**src/rtl/hazard_pkg.sv**
```systemverilog
// hazard_pkg: pipeline stage indices and hazard FSM state shared by the hazard unit
package hazard_pkg;
  localparam int IF_S = 0;
  localparam int ID_S = 1;
  localparam int EX_S = 2;
  localparam int MEM_S = 3;
  localparam int WB_S = 4;
  localparam int NSTAGE = 5;
  typedef enum logic {IDLE, DIV_BUSY} hz_state_e;
endpackage

```
**src/rtl/hazard_ctrl_unit_sat_counter.sv**
```systemverilog
// sat_counter: saturating up-counter with synchronous clear
module sat_counter #(
  parameter int W = 32
) (
  input  logic         clk,
  input  logic         rst,
  input  logic         clr,
  input  logic         inc,
  output logic [W-1:0] q
);
  logic [W-1:0] q_d, q_q;
  always_comb q_d = clr ? '0 : (inc && q_q != '1) ? q_q + 1'b1 : q_q;
  always_ff @(posedge clk) q_q <= rst ? '0 : q_d;
  assign q = q_q;
endmodule

```
**src/rtl/hazard_ctrl_unit.sv**
```systemverilog
// hazard_ctrl_unit: pipeline stall/flush generation with multi-cycle divide hold and perf counters
module hazard_ctrl_unit
  import hazard_pkg::*;
#(
  parameter int DIV_LATENCY = 16,
  parameter int NUM_SRC = 2,
  parameter int CNT_W = 32
) (
  input  logic               clk,
  input  logic               rst,
  input  logic               branch_flush,
  input  logic               hzd_exe_to_id_A,
  input  logic [NUM_SRC-1:0] hzd_mem_to_exe,
  input  logic               buffer_stall,
  input  logic               div_start,
  input  logic               cnt_clr,
  output logic [NSTAGE-1:0]  stall,
  output logic [NSTAGE-1:0]  flush,
  output logic               div_busy,
  output logic [CNT_W-1:0]   stall_cnt,
  output logic [CNT_W-1:0]   flush_cnt
);
  hz_state_e state_q, state_d;
  logic [7:0] div_cnt_q, div_cnt_d;
  logic pend_flush_q, pend_flush_d;
  logic load_hz, jalr_hz, busy, flush_inc;
  always_comb begin
    load_hz = |hzd_mem_to_exe;
    jalr_hz = hzd_exe_to_id_A;
    busy = state_q == DIV_BUSY;
    stall = '0;
    flush = '0;
    flush_inc = 1'b0;
    state_d = state_q;
    div_cnt_d = div_cnt_q;
    pend_flush_d = pend_flush_q;
    if (busy) begin
      stall[EX_S:IF_S] = '1;
      flush[MEM_S] = 1'b1;
      div_cnt_d = div_cnt_q == 8'd0 ? 8'd0 : div_cnt_q - 8'd1;
      pend_flush_d = pend_flush_q | branch_flush;
      state_d = div_cnt_q == 8'd0 ? IDLE : DIV_BUSY;
    end else begin
      stall[IF_S] = load_hz | jalr_hz | buffer_stall;
      stall[ID_S] = load_hz | jalr_hz;
      stall[EX_S] = load_hz;
      flush[EX_S] = jalr_hz | branch_flush | pend_flush_q;
      flush[MEM_S] = load_hz;
      flush_inc = branch_flush | pend_flush_q;
      pend_flush_d = 1'b0;
      state_d = div_start ? DIV_BUSY : IDLE;
      div_cnt_d = div_start ? 8'(DIV_LATENCY - 1) : div_cnt_q;
    end
    if (rst) begin
      stall = '0;
      flush = '0;
      flush_inc = 1'b0;
    end
  end
  always_ff @(posedge clk) begin
    state_q <= rst ? IDLE : state_d;
    div_cnt_q <= rst ? 8'd0 : div_cnt_d;
    pend_flush_q <= rst ? 1'b0 : pend_flush_d;
  end
  assign div_busy = busy & ~rst;
  sat_counter #(.W(CNT_W)) u_stall_cnt (
    .clk(clk), .rst(rst), .clr(cnt_clr), .inc(stall[IF_S]), .q(stall_cnt)
  );
  sat_counter #(.W(CNT_W)) u_flush_cnt (
    .clk(clk), .rst(rst), .clr(cnt_clr), .inc(flush_inc), .q(flush_cnt)
  );
endmodule

```
**config.mk**
```make
export PLATFORM = sky130hd
export DESIGN_NAME = hazard_ctrl_unit
export DESIGN_NICKNAME = d
export VERILOG_FILES = /design/src/rtl/hazard_pkg.sv /design/src/rtl/hazard_ctrl_unit_sat_counter.sv /design/src/rtl/hazard_ctrl_unit.sv
export SDC_FILE = /design/constraint.sdc
export NUM_CORES = 1
export LEC_CHECK = 0
export CORE_MARGIN = 5
export CORE_UTILIZATION = 55
export CTS_BUF_LIST = sky130_fd_sc_hd__clkbuf_8
export CTS_CLUSTER_DIAMETER = 120
export DETAILED_ROUTE_END_ITERATION = 16
export GPL_ROUTABILITY_DRIVEN = 0
export PLACE_DENSITY = 0.83
export SLEW_MARGIN = 10
export SYNTH_ARGS = -nofsm -noshare
export SYNTH_HDL_FRONTEND = slang
export SYNTH_SLANG_ARGS = --single-unit
```
**constraint.sdc**
```tcl
create_clock -name clk -period 6.05 [get_ports clk]
set_clock_uncertainty 0.05 [all_clocks]
set_input_delay 0.9075 -clock clk [delete_from_list [all_inputs] [get_ports clk]]
set_output_delay 0.9075 -clock clk [all_outputs]
set_load 0.03 [all_outputs]
```
# Word level (Yosys, flattened, before mapping)
# Cells that the tools add are included.
[word_totals]
word_cells = 38
inputBits = 9
regBits = 74
out_inout_bits = 75
[classes]
reduce_logical = 7
n_addsub = 3
n_eq_ne = 2
n_mux = 13
bitwise_logic = 8
[op_table]
columns = ["op", "n"]
rows = [
  ["$add 32x1->32 const B", 2],
  ["$ne 32x32->1 const B", 2],
  ["$mux 8", 3],
  ["$logic_not 8->1", 1],
  ["$sub 8x1->8 const B", 1],
  ["$mux 1", 7],
  ["$mux 3", 2],
  ["$reduce_or 2->1", 3],
  ["$or 1x1->1", 5],
  ["$mux 4", 1],
  ["$logic_and 1x1->1", 2],
  ["$not 1->1", 2],
  ["$reduce_bool 2->1", 1],
  ["$and 1x1->1", 1],
]

# Longest topological paths before layout
# Gate-level depths: netlist of the first run.
[logic_depth]
depth_word = 6
ltp_mapped = 7

# Hierarchy
# Synthesis of the first run repeated with hierarchy kept, for this count alone.
[unflattened]
hier_cells = 475
area_unflattened_um2 = 3827.4
[by_module_without_submodules]
columns = ["module", "cells_each", "n_inst", "area_each_um2"]
rows = [
  ["sat_counter", 198, 2, 1620.3],
  ["hazard_ctrl_unit", 79, 1, 586.8],
]

# Least setup slack after synthesis of the first run
# OpenSTA, ideal clock, no wires.
[synth_timing]
path_kind = "input port to output port"
start = "in rst"
end = "out stall[2]"
slack_ps = 3034
required_time_ps = 5092
t_arrival_ps = 2059
path_buffers = 3
path_stages = 4
path_cell_list = "clkbuf_1 -> clkbuf_1 -> nor2_1 -> buf_4"
[synth_via]
elab_chain_cells = 1
[synth_lines]
columns = ["element", "line", "text"]
rows = [
  ["start, declared", "hazard_ctrl_unit.sv:10", "input logic rst,"],
  ["$mux 3", "hazard_ctrl_unit.sv:54", "if (rst) begin"],
  ["end, declared", "hazard_ctrl_unit.sv:17", "output logic [NSTAGE-1:0] stall,"],
]
# Every way passes these cells.

# Worst setup path after layout of the first run
[layout_timing]
start = "in hzd_mem_to_exe[1]"
end = "out stall[0]"
[layout_via]
elab_chain_cells = 5
[layout_lines]
columns = ["element", "line", "text"]
rows = [
  ["start, declared", "hazard_ctrl_unit.sv:13", "input logic [NUM_SRC-1:0] hzd_mem_to_exe,"],
  ["$reduce_or 2->1", "hazard_ctrl_unit.sv:28", "load_hz = |hzd_mem_to_exe;"],
  ["$or 1x1->1 (2 in a row)", "hazard_ctrl_unit.sv:44", "stall[IF_S] = load_hz | jalr_hz | buffer_stall;"],
  ["$mux 3", "hazard_ctrl_unit.sv:37", "if (busy) begin"],
  ["$mux 3", "hazard_ctrl_unit.sv:54", ""],
]
# Every way passes these cells.

==> flow_summary.json, run 1 <==
{
  "path_max_fanout": 5,
  "cts.sinks": 74,
  "fin_tns_setup_ns": 0,
  "grt_pass1_wl_um": 17500,
  "cp_common_cell": "clkdlybuf4s50_1",
  "avgRoutedWirePerCell_um": 16.2,
  "ctsResizeCount": 0,
  "dp_hpwl_um": 7320,
  "hold_depth": 2,
  "n_antenna_cell": 0,
  "finalCritPeriodShare_pct": 65.8,
  "worstMarginPinSlew_ns": 1.18,
  "track_usage_pct": 24.2,
  "final_max_slew_viol_count": 0,
  "dp_slack_ns": 2.10,
  "max_slew_margin_pct": 20.0,
  "hold_viol": 0,
  "ys_seq_elements": 74,
  "drc": 0,
  "crit_chain": "clkdlybuf4s50_1, nor4_2, a21oi_1, clkdlybuf4s50_1",
  "period_needed_ns": 3.98,
  "numCtsBuffers": 9,
  "grt_max_degree": 42,
  "drtPass1Iterations": 5,
  "final_cells": 657,
  "detail_route.iter0.violations": 287,
  "clk_pin_slew_ns": 0.08,
  "synth_area_um2": 3970,
  "dp.cells": 641,
  "die_area_um2": 9020,
  "vias": 4032,
  "worstHoldStart": "u_flush_cnt.q[31]$_SDFFE_PP0P_",
  "syn_to_final_growth_pct": 27.0,
  "rsz0062_at_grt": "no",
  "cts_post_setup_buffers_inserted": 0,
  "overflow": 0,
  "ys.flop_type": "dfxtp_1",
  "finalWirelength_um": 10700,
  "row_count": 31,
  "hold_ws_ns": 0.447,
  "syn_inst": 484,
  "synthArstFlopShare_pct": 0,
  "cts_tree": "done",
  "synth_top_cell_by_area": "dfxtp_1",
  "hp-class": "reg2reg",
  "p_leak_nw": 1.55,
  "ys_seq_area_share_pct": 37.3,
  "status": "finished clean",
  "final_util_pct": 70.7,
  "core_area_um2": 7140,
  "rr_worst_depth": 6,
  "powerDensity_nw_per_um2": 222,
  "crit_type": "in2out",
  "start_util_pct": 55.7,
  "worst_path_max_delay_cell": "nor4_2",
  "die_x_um": 95.0,
  "cts_buffer_depth": 2,
  "startpoint_type": "input pin",
  "htreeDepth": 3,
  "cp-end-kind": "output port",
  "ff2ff_setup_slack_ns": 3.36,
  "maxCapViolCount": 0,
  "ant_nets": 0,
  "reg2reg_to": "u_flush_cnt.q[13]$_SDFFE_PP0P_",
  "netlist.area_leader.share_pct": 37.3,
  "rr_startpoint": "u_flush_cnt.q[0]$_SDFFE_PP0P_",
  "fp.dieH_um": 95.0,
  "io_pins": 84,
  "ir_drop_mv": 0.133,
  "fin_nets": 565,
  "yosysMostFrequentCell": "dfxtp_1",
  "setup_violations": 0,
  "crit_required_ns": 5.09,
  "drive_gt1_share_pct": 7.35,
  "min_to": "u_flush_cnt.q[31]$_SDFFE_PP0P_",
  "clockRootBuffer": "clkbuf_8",
  "synthTopCellsByCount": "dfxtp_1 (74), a21oi_1 (48), nand2_1 (42)",
  "clk_latency_ns": 0.35,
  "synth_cell_type_count": 64,
  "synth.avg_cell_area_um2": 8.21,
  "viasPerCell": 6.14,
  "ys.warnings.count": 0,
  "grt_pass1_vias": 3792,
  "synth_edf_count": 0,
  "layout_setup_ws_ns": 2.07,
  "max_freq_ghz": 0.251,
  "ys_top_cells_by_area": "dfxtp_1 (37%), a21oi_1 (6.0%), nand2_1 (4.0%)",
  "cts_hold_buf": 0,
  "cp.arrival_ns": 3.02,
  "antenna_found_initial": 0,
  "critPathMaxStageDelay_ns": 0.71,
  "port_buffers": 78
}
[worst max-delay path by stage]
| stage | from | endpoint | cells past startpoint |
|---|---|---|---|
| after floorplan | rst | stall[2] | 4 |
| final | hzd_mem_to_exe[1] | stall[0] | 4 |
| after global placement | rst | flush[2] | 4 |
| after global routing | hzd_mem_to_exe[1] | stall[0] | 4 |
| after CTS | hzd_mem_to_exe[1] | stall[0] | 4 |
| after detailed placement | rst | flush[2] | 4 |
[sequential cells by signal (all words and copies together) (netlist names)]
| register | cells |
|---|---|
| busy | 1 |
| u_flush_cnt.q | 32 |
| div_cnt_q | 8 |
| pend_flush_q | 1 |
| u_stall_cnt.q | 32 |
[per-stage QoR]
stage               total power, W  instance area, um^2
floorplan                 0.000568                 3990
global placement          0.000585                 4760
detailed placement        0.000588                 4760
CTS                        0.00112                 5040
global route               0.00115                 5040
finish                     0.00112                 5040
[final cells by class]
| class | count | area, um^2 |
|---|---|---|
| multi-input cells | 379 | 2320 |
| fillers | 597 | 2090 |
| flip-flops and latches | 74 | 1480 |
| repair buffers | 80 | 796 |
| clock buffers | 12 | 165 |
| well taps | 99 | 124 |
| clock inverters | 4 | 120 |
| inverters | 9 | 33.8 |
[logic make-up (layout without fill, tap and decap cells)]
family / after synthesis / after routing / synth area share (%)
adders and majority gates: 3 / 3 / 0.945
DFF: 74 / 74 / 37.3
and+or+nand+nor: 229 / 229 / 32.9
AOI/OAI and AO/OA: 124 / 124 / 20.2
other: 1 / 5 / 0.0944
buffers and inverters: 35 / 105 / 4.57
xor gates and xnor gates: 17 / 17 / 3.75
muxes: 1 / 1 / 0.252
[worst max-delay path, delay by kind of cell]
family / cells / cell delay, ns
AOI/OAI and AO/OA: 1 / 0.28
and+or+nand+nor: 1 / 0.71
buffers and inverters: 2 / 1.12
[cell usage in the layout, fill, tap and decap left out, types with 5 or more instances in the layout]
cell type         n
o21ai_0          26
xor2_1           10
inv_1             9
o211ai_1          6
nor2_1           41
xnor2_1           7
or3_2             6
o31ai_1           5
conb_1            5
nand2_1          42
dfxtp_1          74
nor3_1           12
or4_1             8
nor4_1           10
o21ai_1           9
and4_1            6
nand3_1          23
clkbuf_8         12
nand4_1          19
or3_1            25
a21oi_1          48
and3_1            5
clkdlybuf4s50_1  78
[power by group]
| part | switching (W) | total (W) | internal (W) |
|---|---|---|---|
| clock network | 0.000189 | 0.000539 | 0.000350 |
| logic | 0.0000503 | 0.0000776 | 0.0000273 |
| registers | 0.00000920 | 0.000502 | 0.000493 |
[metal layers]
layer  part of all wire [%]  wire length (um)  GRT usage (%)
met1                     42              4530           28.5
met2                     50              5390           41.3
met3                    4.5               480           5.90
met4                    2.6               274           11.3
met5                      0                 0              0
Note: power is estimated with default switching activity, not from simulation.
==> run 2: changes to the inputs <==
--- a/config.mk
+++ b/config.mk
@@ -6,12 +6,12 @@
 export NUM_CORES = 1
 export LEC_CHECK = 0
 export CORE_MARGIN = 5
-export CORE_UTILIZATION = 55
+export CORE_UTILIZATION = 53
 export CTS_BUF_LIST = sky130_fd_sc_hd__clkbuf_8
 export CTS_CLUSTER_DIAMETER = 120
 export DETAILED_ROUTE_END_ITERATION = 16
 export GPL_ROUTABILITY_DRIVEN = 0
-export PLACE_DENSITY = 0.83
+export PLACE_DENSITY = 0.81
 export SLEW_MARGIN = 10
 export SYNTH_ARGS = -nofsm -noshare
 export SYNTH_HDL_FRONTEND = slang
==> constraint.sdc (replaced) <==
create_clock -name clk -period 3.98 [get_ports clk]
set_clock_uncertainty 0.05 [all_clocks]
set_input_delay 0.597 -clock clk [delete_from_list [all_inputs] [get_ports clk]]
set_output_delay 0.597 -clock clk [all_outputs]
set_load 0.03 [all_outputs]
==> flow_summary.json, run 2 (same netlist as run 1, synthesis figures left out) <==
{
  "grt_pass1_wl_um": 16800,
  "cts_hold_buf": 0,
  "path_max_fanout": 10,
  "grt_max_degree": 40,
  "max_slew_margin_pct": 15.2,
  "vias": 3936,
  "max_freq_ghz": 0.324,
  "ant_nets": 0,
  "crit_chain": "clkdlybuf4s50_1, or2_1, nor2_1, clkdlybuf4s50_1",
  "crit_family": "buffers and inverters",
  "cts_buffer_depth": 2,
  "cts.sinks": 74,
  "setup_violations": 0,
  "cp.arrival_ns": 2.43,
  "worst_path_max_delay_cell": "clkdlybuf4s50_1",
  "crit_required_ns": 3.33,
  "port_buffers": 78,
  "cp-end-kind": "output port",
  "overflow": 0,
  "p_leak_nw": 1.53,
  "row_count": 31,
  "cp_common_cell": "clkdlybuf4s50_1",
  "core_area_um2": 7290,
  "drive_gt1_share_pct": 6.99,
  "clockRootBuffer": "clkbuf_8",
  "hold_ws_ns": 0.434,
  "ir_drop_mv": 0.184,
  "viasPerCell": 5.99,
  "die_x_um": 96.6,
  "worstMarginPinSlew_ns": 1.26,
  "detail_route.iter0.violations": 171,
  "finalWirelength_um": 10200,
  "cp.buffers_inverters": 2,
  "avgRoutedWirePerCell_um": 15.5,
  "hold_viol": 0,
  "layout_setup_ws_ns": 0.898,
  "syn_to_final_growth_pct": 25.5,
  "busiest_layer": "met2",
  "startpoint_type": "input pin",
  "crit_type": "in2out",
  "numCtsBuffers": 9,
  "htreeDepth": 3,
  "clk_latency_ns": 0.34,
  "hp-class": "reg2reg",
  "final_max_slew_viol_count": 0,
  "fp.dieH_um": 96.6,
  "dp_hpwl_um": 7280,
  "grtUsageMet1_pct": 26.5,
  "fin_nets": 566,
  "finalCritPeriodShare_pct": 77.4,
  "fin_tns_setup_ns": 0,
  "cts_tree": "done",
  "layout_common_cells": "clkdlybuf4s50_1 (78), dfxtp_1 (74), a21oi_1 (48), nand2_1 (42), nor2_1 (41)",
  "clk_pin_slew_ns": 0.07,
  "n_antenna_cell": 0,
  "start_util_pct": 54.5,
  "final_common_cell": "clkdlybuf4s50_1",
  "drtPass1Iterations": 5,
  "cts_post_setup_buffers_inserted": 0,
  "maxCapViolCount": 0,
  "use_met2_pct": 39.6,
  "antenna_found_initial": 0,
  "critPathMaxStageDelay_ns": 0.68,
  "io_pins": 84,
  "ctsResizeCount": 0,
  "grt_pass1_vias": 3650,
  "period_needed_ns": 3.08,
  "powerDensity_nw_per_um2": 305,
  "rsz0062_at_grt": "no",
  "grt.met3_usage_pct": 6.20,
  "track_usage_pct": 22.4,
  "status": "finished clean",
  "dp_slack_ns": 0.885,
  "drc": 0,
  "die_area_um2": 9330
}
run 2: cell types whose count changed in the layout (fill, tap and decap cells not counted):
cell,previous run,this run
buf_4,2,3
bufinv_16,4,2
clkbuf_8,12,11
inv_1,9,11
run 2: metrics by stage:
stage	total power, W	utilization [%]	cells	cell area [um^2]
final	0.00152	68.4	657	4990
after global routing	0.00158	68.4	657	4990
after CTS	0.00153	68.4	657	4990
after detailed placement	0.000897	65.4	642	4770
after global placement	0.000892	65.4	642	4770
after floorplan	0.000863	-	488	3990
run 2: area by class of cell:
cell class	instances	area, um^2
Multi-Input combinational cell	379	2320
Fill cell	608	2310
Sequential cell	74	1480
Timing Repair Buffer	81	803
Clock buffer	11	151
Tap cell	99	124
Clock inverter	4	67.6
Inverter	9	33.8
run 2: per-layer routing:
| metal | routed length, um | vias to the layer above |
|---|---|---|
| met5 | 0 | - |
| met4 | 125 | 0 |
| met3 | 604 | 12 |
| met2 | 5110 | 108 |
| met1 | 4360 | 1874 |
| li1 | - | 1942 |
run 2: worst reg2reg max path, stage by stage, from the launching register on:
cell     delay (ns)
dfxtp_1        0.45
ha_1           0.28
nand4_1        0.25
nor2_1         0.28
nor4b_4        0.89
o21ai_0        0.24
a21oi_1        0.16
run 2: path summary, 6_finish.rpt:
check,startpoint,end,slack [ns],depth (start not counted)
min,div_cnt_q[4]$_SDFFE_PP0P_,div_cnt_q[4]$_SDFFE_PP0P_,0.43,2
max,rst,flush[2],0.90,4
max reg2reg,u_flush_cnt.q[1]$_SDFFE_PP0P_,u_flush_cnt.q[11]$_SDFFE_PP0P_,1.31,6
min reg2reg,div_cnt_q[4]$_SDFFE_PP0P_,div_cnt_q[4]$_SDFFE_PP0P_,0.43,2
run 2: report_power, final:
group / total [W] / switching, W / internal, W
registers: 0.000763 / 0.0000137 / 0.000749
clock network: 0.000641 / 0.000261 / 0.000380
logic: 0.000117 / 0.0000749 / 0.0000426
total: 0.00152 / 0.000350 / 0.00117
==> run 3: changes to the inputs <==
--- a/config.mk
+++ b/config.mk
@@ -6,12 +6,12 @@
 export NUM_CORES = 1
 export LEC_CHECK = 0
 export CORE_MARGIN = 5
-export CORE_UTILIZATION = 53
+export CORE_UTILIZATION = 48
 export CTS_BUF_LIST = sky130_fd_sc_hd__clkbuf_8
 export CTS_CLUSTER_DIAMETER = 120
 export DETAILED_ROUTE_END_ITERATION = 16
 export GPL_ROUTABILITY_DRIVEN = 0
-export PLACE_DENSITY = 0.81
+export PLACE_DENSITY = 0.77
 export SLEW_MARGIN = 10
 export SYNTH_ARGS = -nofsm -noshare
 export SYNTH_HDL_FRONTEND = slang
==> constraint.sdc (replaced) <==
create_clock -name clk -period 2.5 [get_ports clk]
set_clock_uncertainty 0.05 [all_clocks]
set_input_delay 0.375 -clock clk [delete_from_list [all_inputs] [get_ports clk]]
set_output_delay 0.375 -clock clk [all_outputs]
set_load 0.03 [all_outputs]
==> flow_summary.json, run 3 (same netlist as run 1, synthesis figures left out) <==
{
  "reg2reg_to": "u_stall_cnt.q[27]$_SDFFE_PP0P_",
  "max_freq_ghz": 0.425,
  "fillers": 685,
  "dp.cells": 674,
  "viasPerCell": 5.83,
  "hold_depth": 2,
  "row_count": 33,
  "clk_pin_slew_ns": 0.08,
  "hp-class": "reg2reg",
  "fin_nets": 592,
  "clk_latency_ns": 0.34,
  "detail_route.iter0.violations": 161,
  "hold_viol": 0,
  "final_cells": 690,
  "htreeDepth": 3,
  "track_usage_pct": 20.5,
  "path_max_fanout": 5,
  "powerDensity_nw_per_um2": 452,
  "final_common_cell": "dfxtp_1",
  "dp_slack_ns": -0.0805,
  "cts.sinks": 74,
  "fin_tns_setup_ns": 0,
  "cts_buffer_depth": 2,
  "period_needed_ns": 2.35,
  "final_max_slew_viol_count": 0,
  "cts_tree": "done",
  "fin_area_um2": 5160,
  "ff2ff_setup_slack_ns": 0.19,
  "min_to": "div_cnt_q[4]$_SDFFE_PP0P_",
  "clockRootBuffer": "clkbuf_8",
  "drtPass1Iterations": 4,
  "start_util_pct": 48.8,
  "die_area_um2": 10200,
  "fp.dieH_um": 101,
  "crit_type": "in2out",
  "layout_common_cells": "dfxtp_1 (74), clkdlybuf4s50_1 (73), a21oi_1 (48), nand2_1 (42), nor2_1 (41)",
  "worstMarginPinSlew_ns": 0.493,
  "ant_nets": 0,
  "drive_gt1_share_pct": 12.3,
  "die_x_um": 101,
  "worstHoldStart": "div_cnt_q[4]$_SDFFE_PP0P_",
  "antenna_found_initial": 0,
  "maxCapViolCount": 0,
  "ctsResizeCount": 0,
  "avgRoutedWirePerCell_um": 15.2,
  "p_total_w": 0.00233,
  "overflow": 0,
  "setup_violations": 0,
  "startpoint_type": "input pin",
  "dpl_cell_area_um2": 4960,
  "grt_pass1_vias": 3616,
  "crit_required_ns": 2.08,
  "layout_setup_ws_ns": 0.149,
  "max_slew_margin_pct": 66.8,
  "cp.arrival_ns": 1.93,
  "p_leak_nw": 1.65,
  "syn_to_final_growth_pct": 29.9,
  "drc": 0,
  "finalCritPeriodShare_pct": 94.1,
  "numCtsBuffers": 9,
  "grt_pass1_wl_um": 17300,
  "finalWirelength_um": 10500,
  "rsz0062_at_grt": "no",
  "status": "finished clean",
  "core_area_um2": 8130,
  "rr_startpoint": "u_stall_cnt.q[31]$_SDFFE_PP0P_",
  "cp-end-kind": "output port",
  "ir_drop_mv": 0.232,
  "grt_max_degree": 28,
  "rr_worst_depth": 6,
  "cts_hold_buf": 0,
  "io_pins": 84,
  "n_antenna_cell": 0,
  "dp_hpwl_um": 7780,
  "port_buffers": 78,
  "cts_post_setup_buffers_inserted": 0,
  "vias": 4021
}
run 3: how the worst max path moves through the flow:
stage                                               from                              to  slack [ns]  cells past startpoint
after floorplan           u_stall_cnt.q[18]$_SDFFE_PP0P_  u_stall_cnt.q[17]$_SDFFE_PP0P_        0.27                      7
after CTS                              hzd_mem_to_exe[1]                        stall[1]        0.13                      5
after global routing      u_stall_cnt.q[31]$_SDFFE_PP0P_  u_stall_cnt.q[25]$_SDFFE_PP0P_      0.0003                      6
after detailed placement               hzd_mem_to_exe[1]  u_stall_cnt.q[31]$_SDFFE_PP0P_       -0.08                      7
final                                  hzd_mem_to_exe[1]                        stall[1]        0.15                      5
after global placement                 hzd_mem_to_exe[1]  u_stall_cnt.q[27]$_SDFFE_PP0P_       -0.04                      7
run 3: power breakdown:
group / switching [W] / internal [W]
Sequential: 0.0000162 / 0.00119
Clock: 0.000429 / 0.000492
Combinational: 0.000127 / 0.0000763
run 3: worst max-delay path, stage by stage:
cell             delay, ns
clkdlybuf4s50_1       0.45
nor4_2                0.26
buf_4                 0.19
nor2_1                0.06
clkdlybuf4s50_1       0.59
run 3: layout make-up:
class / instances / area (um^2) / share of cell area (%)
clock buffers: 14 / 193 / 3.74
clock inverters: 2 / 8.76 / 0.170
inverters: 9 / 33.8 / 0.655
multi-input cells: 379 / 2320 / 45.1
flip-flops and latches: 74 / 1480 / 28.7
well taps: 105 / 131 / 2.55
repair buffers: 107 / 986 / 19.1
run 3: per-stage QoR:
stage / hold WS [ns] / utilization (%)
after global routing: 0.473 / 63.4
after global placement: 0.418 / 60.9
after floorplan: 0.402 / -
after CTS: 0.445 / 63.4
after detailed placement: 0.435 / 60.9
final: 0.453 / 63.4
run 3: metal layers:
layer | share of wire [%] | GRT usage, % | up-vias
li1 | - | - | 2006
met1 | 44 | 26.9 | 1890
met2 | 50 | 34.6 | 116
met3 | 5.5 | 4.01 | 9
met4 | 0.83 | 4.70 | 0
met5 | 0 | 0 | -
